<file path="src/rtl/neuron_sequencer_pkg.sv">
// Shared types and default sizing for the neuron dot-product sequencer.
// Sizes describe a 64x64x3 image with 8-bit unsigned pixels and 8-bit signed weights.
package neuron_sequencer_pkg;

  localparam int unsigned NUM_PIXELS_DEF   = 12288;
  localparam int unsigned ADDR_WIDTH_DEF   = 14;
  localparam int unsigned PIXEL_WIDTH_DEF  = 8;
  localparam int unsigned WEIGHT_WIDTH_DEF = 8;
  localparam int unsigned ACC_WIDTH_DEF    = 32;

  typedef enum logic [1:0] {
    ST_IDLE   = 2'd0,
    ST_RUN    = 2'd1,
    ST_DRAIN  = 2'd2,
    ST_FINISH = 2'd3
  } state_e;

  // Zero-extended pixel (one extra bit) times signed weight.
  function automatic int unsigned prod_width(input int unsigned pix_w, input int unsigned wgt_w);
    return pix_w + wgt_w + 1;
  endfunction

endpackage

</file>
<file path="src/rtl/neuron_sequencer_if.sv">
// Shared pixel/weight memory port: address request/grant with read data one cycle after acceptance.
interface neuron_sequencer_if
  import neuron_sequencer_pkg::*;
#(
  parameter int unsigned ADDR_WIDTH   = ADDR_WIDTH_DEF,
  parameter int unsigned PIXEL_WIDTH  = PIXEL_WIDTH_DEF,
  parameter int unsigned WEIGHT_WIDTH = WEIGHT_WIDTH_DEF
) ();

  logic                           mem_req;
  logic                           mem_gnt;
  logic [ADDR_WIDTH-1:0]          mem_addr;
  logic [PIXEL_WIDTH-1:0]         pixel_data;
  logic signed [WEIGHT_WIDTH-1:0] weight_data;

  modport master (
    output mem_req, mem_addr,
    input  mem_gnt, pixel_data, weight_data
  );

  modport slave (
    input  mem_req, mem_addr,
    output mem_gnt, pixel_data, weight_data
  );

endinterface

</file>
<file path="src/rtl/neuron_sequencer_mac.sv">
// Signed pixel-by-weight multiplier feeding a clearable accumulator register.
module neuron_sequencer_mac
  import neuron_sequencer_pkg::*;
#(
  parameter int unsigned PIXEL_WIDTH  = PIXEL_WIDTH_DEF,
  parameter int unsigned WEIGHT_WIDTH = WEIGHT_WIDTH_DEF,
  parameter int unsigned ACC_WIDTH    = ACC_WIDTH_DEF
) (
  input  logic                           clk,
  input  logic                           rst,
  input  logic                           clear,
  input  logic                           en,
  input  logic [PIXEL_WIDTH-1:0]         pixel,
  input  logic signed [WEIGHT_WIDTH-1:0] weight,
  output logic signed [ACC_WIDTH-1:0]    acc
);

  localparam int unsigned PROD_WIDTH = prod_width(PIXEL_WIDTH, WEIGHT_WIDTH);

  logic signed [PROD_WIDTH-1:0] prod;
  logic signed [ACC_WIDTH-1:0]  acc_d, acc_q;

  // Pixel is zero-extended so the multiply stays signed without misreading bit 7.
  always_comb begin
    prod  = PROD_WIDTH'($signed({1'b0, pixel})) * PROD_WIDTH'(weight);
    acc_d = acc_q;
    if (clear) begin
      acc_d = '0;
    end else if (en) begin
      acc_d = acc_q + ACC_WIDTH'(prod);
    end
  end

  always_ff @(posedge clk) begin
    if (rst) begin
      acc_q <= '0;
    end else begin
      acc_q <= acc_d;
    end
  end

  assign acc = acc_q;

endmodule

</file>
<file path="src/rtl/neuron_sequencer.sv">
// Walks every pixel/weight pair through the shared memory port, accumulates the
// products, adds the bias and publishes a thresholded cat / not-cat score.
module neuron_sequencer
  import neuron_sequencer_pkg::*;
#(
  parameter int unsigned NUM_PIXELS   = NUM_PIXELS_DEF,
  parameter int unsigned ADDR_WIDTH   = ADDR_WIDTH_DEF,
  parameter int unsigned PIXEL_WIDTH  = PIXEL_WIDTH_DEF,
  parameter int unsigned WEIGHT_WIDTH = WEIGHT_WIDTH_DEF,
  parameter int unsigned ACC_WIDTH    = ACC_WIDTH_DEF
) (
  input  logic                        clk,
  input  logic                        rst,
  input  logic                        start,
  input  logic signed [ACC_WIDTH-1:0] bias,
  neuron_sequencer_if.master          mem,
  output logic                        busy,
  output logic                        done,
  output logic signed [ACC_WIDTH-1:0] score,
  output logic                        is_cat
);

  localparam logic [ADDR_WIDTH-1:0] LAST_IDX = ADDR_WIDTH'(NUM_PIXELS - 1);

  state_e                      state_q, state_d;
  logic [ADDR_WIDTH-1:0]       index_q, index_d;
  logic                        v_d1_q, v_d1_d;
  logic signed [ACC_WIDTH-1:0] bias_q, bias_d;
  logic signed [ACC_WIDTH-1:0] score_q, score_d;
  logic                        is_cat_q, is_cat_d;
  logic                        done_q, done_d;
  logic                        busy_q, busy_d;
  logic                        req_q, req_d;
  logic                        acc_clear;
  logic                        accept;
  logic signed [ACC_WIDTH-1:0] acc;

  assign accept = req_q & mem.mem_gnt;

  always_ff @(posedge clk) begin
    if (rst) begin
      state_q <= ST_IDLE;
    end else begin
      state_q <= state_d;
    end
  end

  always_comb begin
    state_d = state_q;
    case (state_q)
      ST_IDLE:   if (start) state_d = ST_RUN;
      ST_RUN:    if (accept && (index_q == LAST_IDX)) state_d = ST_DRAIN;
      ST_DRAIN:  state_d = ST_FINISH;
      ST_FINISH: state_d = ST_IDLE;
      default:   state_d = ST_IDLE;
    endcase
  end

  // Request/busy are registered copies of the next state, so they track state_q exactly.
  always_comb begin
    index_d   = index_q;
    v_d1_d    = 1'b0;
    bias_d    = bias_q;
    score_d   = score_q;
    is_cat_d  = is_cat_q;
    done_d    = 1'b0;
    busy_d    = (state_d != ST_IDLE);
    req_d     = (state_d == ST_RUN);
    acc_clear = 1'b0;
    case (state_q)
      ST_IDLE: begin
        if (start) begin
          index_d   = '0;
          bias_d    = bias;
          acc_clear = 1'b1;
        end
      end
      ST_RUN: begin
        if (accept) begin
          index_d = index_q + ADDR_WIDTH'(1);
          v_d1_d  = 1'b1;
        end
      end
      ST_FINISH: begin
        score_d  = acc + bias_q;
        is_cat_d = ~score_d[ACC_WIDTH-1] && (score_d != '0);
        done_d   = 1'b1;
      end
      default: ;
    endcase
  end

  always_ff @(posedge clk) begin
    if (rst) begin
      index_q  <= '0;
      v_d1_q   <= 1'b0;
      bias_q   <= '0;
      score_q  <= '0;
      is_cat_q <= 1'b0;
      done_q   <= 1'b0;
      busy_q   <= 1'b0;
      req_q    <= 1'b0;
    end else begin
      index_q  <= index_d;
      v_d1_q   <= v_d1_d;
      bias_q   <= bias_d;
      score_q  <= score_d;
      is_cat_q <= is_cat_d;
      done_q   <= done_d;
      busy_q   <= busy_d;
      req_q    <= req_d;
    end
  end

  neuron_sequencer_mac #(
    .PIXEL_WIDTH  (PIXEL_WIDTH),
    .WEIGHT_WIDTH (WEIGHT_WIDTH),
    .ACC_WIDTH    (ACC_WIDTH)
  ) u_mac (
    .clk    (clk),
    .rst    (rst),
    .clear  (acc_clear),
    .en     (v_d1_q),
    .pixel  (mem.pixel_data),
    .weight (mem.weight_data),
    .acc    (acc)
  );

  assign mem.mem_req  = req_q;
  assign mem.mem_addr = index_q;
  assign busy         = busy_q;
  assign done         = done_q;
  assign score        = score_q;
  assign is_cat       = is_cat_q;

endmodule

</file>
<file path="src/flat_wrapper.sv">
// flat-port wrapper written by rule: the top's interface ports become plain ports
module neuron_sequencer_flat import neuron_sequencer_pkg::*;
#(
  parameter int unsigned NUM_PIXELS   = NUM_PIXELS_DEF,
  parameter int unsigned ADDR_WIDTH   = ADDR_WIDTH_DEF,
  parameter int unsigned PIXEL_WIDTH  = PIXEL_WIDTH_DEF,
  parameter int unsigned WEIGHT_WIDTH = WEIGHT_WIDTH_DEF,
  parameter int unsigned ACC_WIDTH    = ACC_WIDTH_DEF
)
  (clk, rst, start, bias, busy, done, score, is_cat, mem_mem_req, mem_mem_addr, mem_mem_gnt, mem_pixel_data, mem_weight_data);
  neuron_sequencer_if #(.ADDR_WIDTH(ADDR_WIDTH), .PIXEL_WIDTH(PIXEL_WIDTH), .WEIGHT_WIDTH(WEIGHT_WIDTH)) mem_i ();
  input  logic clk;
  input  logic rst;
  input  logic start;
  input  logic signed [ACC_WIDTH-1:0] bias;
  output logic busy;
  output logic done;
  output logic signed [ACC_WIDTH-1:0] score;
  output logic is_cat;
  output wire logic [$bits(mem_i.mem_req)-1:0] mem_mem_req;
  output wire logic [$bits(mem_i.mem_addr)-1:0] mem_mem_addr;
  input wire logic [$bits(mem_i.mem_gnt)-1:0] mem_mem_gnt;
  input wire logic [$bits(mem_i.pixel_data)-1:0] mem_pixel_data;
  input wire logic [$bits(mem_i.weight_data)-1:0] mem_weight_data;
  assign mem_mem_req = mem_i.mem_req;
  assign mem_mem_addr = mem_i.mem_addr;
  assign mem_i.mem_gnt = mem_mem_gnt;
  assign mem_i.pixel_data = mem_pixel_data;
  assign mem_i.weight_data = mem_weight_data;
  neuron_sequencer #(.NUM_PIXELS(NUM_PIXELS), .ADDR_WIDTH(ADDR_WIDTH), .PIXEL_WIDTH(PIXEL_WIDTH), .WEIGHT_WIDTH(WEIGHT_WIDTH), .ACC_WIDTH(ACC_WIDTH)) u_core (.clk(clk), .rst(rst), .start(start), .bias(bias), .mem(mem_i), .busy(busy), .done(done), .score(score), .is_cat(is_cat));
endmodule
</file>
<file path="config.mk">
export PLATFORM = sky130hd
export DESIGN_NAME = neuron_sequencer_flat
export DESIGN_NICKNAME = d
export VERILOG_FILES = /design/src/rtl/neuron_sequencer_pkg.sv /design/src/rtl/neuron_sequencer_if.sv /design/src/rtl/neuron_sequencer_mac.sv /design/src/rtl/neuron_sequencer.sv /design/src/flat_wrapper.sv
export SDC_FILE = /design/constraint.sdc
export NUM_CORES = 1
export LEC_CHECK = 0
export CAP_MARGIN = 20
export CORE_MARGIN = 3
export CORE_UTILIZATION = 33
export CTS_CLUSTER_SIZE = 24
export DETAILED_ROUTE_END_ITERATION = 8
export PLACE_DENSITY_LB_ADDON = 0.08
export SLEW_MARGIN = 20
export SYNTH_ARGS = -nofsm -noshare
export SYNTH_HDL_FRONTEND = slang
export SYNTH_SLANG_ARGS = --single-unit
export TNS_END_PERCENT = 50
</file>
<file path="constraint.sdc">
create_clock -name clk -period 19.8 [get_ports clk]
set_clock_uncertainty 0.2 [all_clocks]
set_input_delay 3.96 -clock clk [delete_from_list [all_inputs] [get_ports clk]]
set_output_delay 3.96 -clock clk [all_outputs]
set_load 0.01 [all_outputs]
</file>
==> impl_metrics.yaml <==
status:
  status: "complete, no violations"
placed_design:
  dpl_cell_area_um2: 11300
  dp_cells: 1650
  place_congestion: 0.822
  hpwl_mm: 21.1
  io_buffer_count: 101
pwr:
  p_per_area_nw_per_um2: 69.6
  vdd_drop_max_uv: 51.2
  design_power_total_uw: 830
  power.leakage_nw: 5.22
global_routing:
  track_usage: 0.171
  antenna_found_initial: 0
  grt_pass1_vias: 8772
  grt_pass1_wl_mm: 46.1
  grt_max_degree: 70
  grt-ovfl-total: 0
yosys:
  yosysMostFrequentCell: "nand2_1"
  synth_top_area_cell: "dfxtp_1"
  avgSynthCellArea_um2: 8.28
  synth-seq-area-share: 0.236
  synthCells: 1201
  ys_top_cells_by_area: "dfxtp_1, ha_1, fa_1, nand2_1, a21oi_1"
  synth.top_cell.area_share: 0.236
  synthTopCellsByCount: "nand2_1, ha_1, nor2_1"
  synth_ff_type: "dfxtp_1"
  netlist_area_um2: 9950
  syn-num-nets: 1445
  ys_ff_latch: 117
  yosys_warnings: 0
  ys_types: 69
  synth-edff-count: 0
  async_flop_share: 0
cts:
  max-clock-path-buffers: 2
  cts_tree: "done"
  path_clk_slew_ns: 0.06
  cts_hold_buf: 0
  root_buffer: "clkbuf_16"
  postCtsSetupRepairBufs: 0
  cts_buffers: 17
  clk_latency_ns: 0.42
  h-tree-depth: 4
  cts.sinks: 117
  cts_resized: 0
floorplan:
  num_io_pins: 102
  row_count: 62
  design.die.area_um2: 32300
  start_util: 0.341
  fp.coreArea_um2: 29200
  die_w_um: 180
  die_h_um: 180
routing:
  ant_nets: 0
  drt_iter0_drc: 333
  met3_length_um: 631
  drc: 0
  vias: 8422
  top_layer: "met4"
  vias_per_cell: 5.01
  wl_per_cell_um: 15.9
  met1_length_mm: 12.8
  dr.pass1.iters: 5
  wl_met2_mm: 13.0
  wirelength_mm: 26.7
finish:
  layout.nets: 1529
  nFillCells: 3100
  antenna_cells: 0
  multi_input_area_um2: 7120
  regArea_um2: 2340
  synthToLayoutAreaGrowth_pct: 20.0
  final_cell_area_um2: 11900
  drive_gt1_frac: 0.0455
  stdcell_count: 1682
worst_setup_path:
  end_kind: "register"
  rrSetupSlack_ns: 13.91
  crit_fanout: 20
  crit_family: "adder cells"
  crit_path_start_kind: "input pin"
  cp_slowest_stage_delay_ns: 0.58
  cpMaxStageDelayCell: "fa_1"
  worst-setup-path-type: "in -> reg"
  critPathBufInv: 4
  rr_worst_depth: 22
  cp_cell_sequence: "clkdlybuf4s50_1 > buf_4 > inv_1 > fa_1 > inv_1 > fa_1 > fa_1 > fa_1 > fa_1 > ha_1 > o21ai_0 > o21ai_0 > a21oi_1 > o21bai_1 > and3_1 > o41ai_1 > o21ai_0 > xnor2_1 > or3_1 > a21oi_1"
  crit_arrival_ns: 10.06
  r2r-end: "u_core.u_mac.acc[30]$_SDFFE_PP0P_"
  r2r_start: "u_core.u_mac.acc[4]$_SDFFE_PP0P_"
  required_ns: 19.95
  cp_common_cell: "fa_1"
job:
  maxCapViolCount: 0
worst_hold_path:
  min_to: "u_core.bias_q[14]$_SDFFE_PP0P_"
  hold_path.class: "reg -> reg"
  hold_start: "u_core.bias_q[14]$_SDFFE_PP0P_"
  hold_depth: 2
sta:
  finalSetupTns_ns: 0
  whs_ns: 0.257
  slew_viol_final: 0
  period_share: 0.500
  finalCriticalPeriod_ns: 9.91
  hold_viol_final: 0
  setup_viol: 0
  fmax_mhz: 101
  worst_pin_slew_ns: 0.873
  max_slew_margin: 0.418
  rsz0062_at_grt: "no"
-- worst register-to-register path: stages (launching register included) --
cell	delay, ns
dfxtp_1	0.41
inv_1	0.09
fa_1	0.53
inv_1	0.05
fa_1	0.45
ha_1	0.29
inv_1	0.05
fa_1	0.53
inv_1	0.05
ha_1	0.27
ha_1	0.19
inv_1	0.07
fa_1	0.37
nor2b_1	0.16
o21ai_0	0.13
a211oi_1	0.49
o221ai_1	0.26
a21oi_1	0.29
a31oi_1	0.15
a21oi_1	0.32
a221oi_1	0.16
xor2_1	0.16
o21ai_0	0.14
-- layout by cell type, fill, tap and decap left out, drive strengths merged, types with 38 or more instances in the layout --
master / n
nand2: 158
ha: 140
nor2: 120
a21oi: 119
dfxtp: 117
clkdlybuf4s50: 100
inv: 85
fa: 52
o21ai: 45
and2: 38
-- through the flow --
stage,worst slack [ns],util
6_report,9.89,0.409
3_3_place_gp,9.53,0.388
2_1_floorplan,10.62,-
4_1_cts,9.86,0.409
5_1_grt,9.44,0.409
3_5_place_dp,9.42,0.388
-- final cells by class --
class,instances,share of cell area
Multi-Input combinational cell,957,0.597
Sequential cell,117,0.196
Timing Repair Buffer,108,0.0887
Tap cell,384,0.0403
Clock buffer,20,0.0391
Inverter,84,0.0264
Clock inverter,12,0.0127
-- layer usage --
metal	global-route usage	vias up
li1	-	4312
met1	0.229	3987
met2	0.299	105
met3	0.0243	18
met4	0.0303	0
met5	0	-
-- registers in the layout, indices dropped and copies added (netlist names), 2 cells and up --
name	flops
u_core.bias_q	32
u_core.u_mac.acc	32
u_core.score	32
u_core.state_q	2
u_core.mem.mem_addr	14
-- kinds of logic after synthesis --
kind of cell	Yosys count	share of synthesized area
DFF	117	0.236
and+or+nand+nor	425	0.194
buffers and inverters	127	0.0488
xor gates and xnor gates	64	0.0564
muxes	24	0.0245
adders and majority gates	192	0.281
AOI/OAI and AO/OA	252	0.160
-- power by group --
| part | switching, mW | internal (mW) |
|---|---|---|
| sequential | 0.00416 | 0.241 |
| combinational | 0.149 | 0.116 |
| clock | 0.113 | 0.208 |
-- how the worst max path moves through the flow --
stage | startpoint | endpoint | slack, ns | cells past startpoint
2_1_floorplan | mem_weight_data[1] | u_core.u_mac.acc[31]$_SDFFE_PP0P_ | 10.62 | 21
3_3_place_gp | mem_weight_data[7] | u_core.u_mac.acc[31]$_SDFFE_PP0P_ | 9.53 | 20
3_5_place_dp | mem_weight_data[7] | u_core.u_mac.acc[31]$_SDFFE_PP0P_ | 9.42 | 20
4_1_cts | mem_weight_data[7] | u_core.u_mac.acc[31]$_SDFFE_PP0P_ | 9.86 | 20
5_1_grt | mem_weight_data[7] | u_core.u_mac.acc[31]$_SDFFE_PP0P_ | 9.44 | 20
6_report | mem_weight_data[7] | u_core.u_mac.acc[31]$_SDFFE_PP0P_ | 9.89 | 20
(Power assumes the default switching activity.)
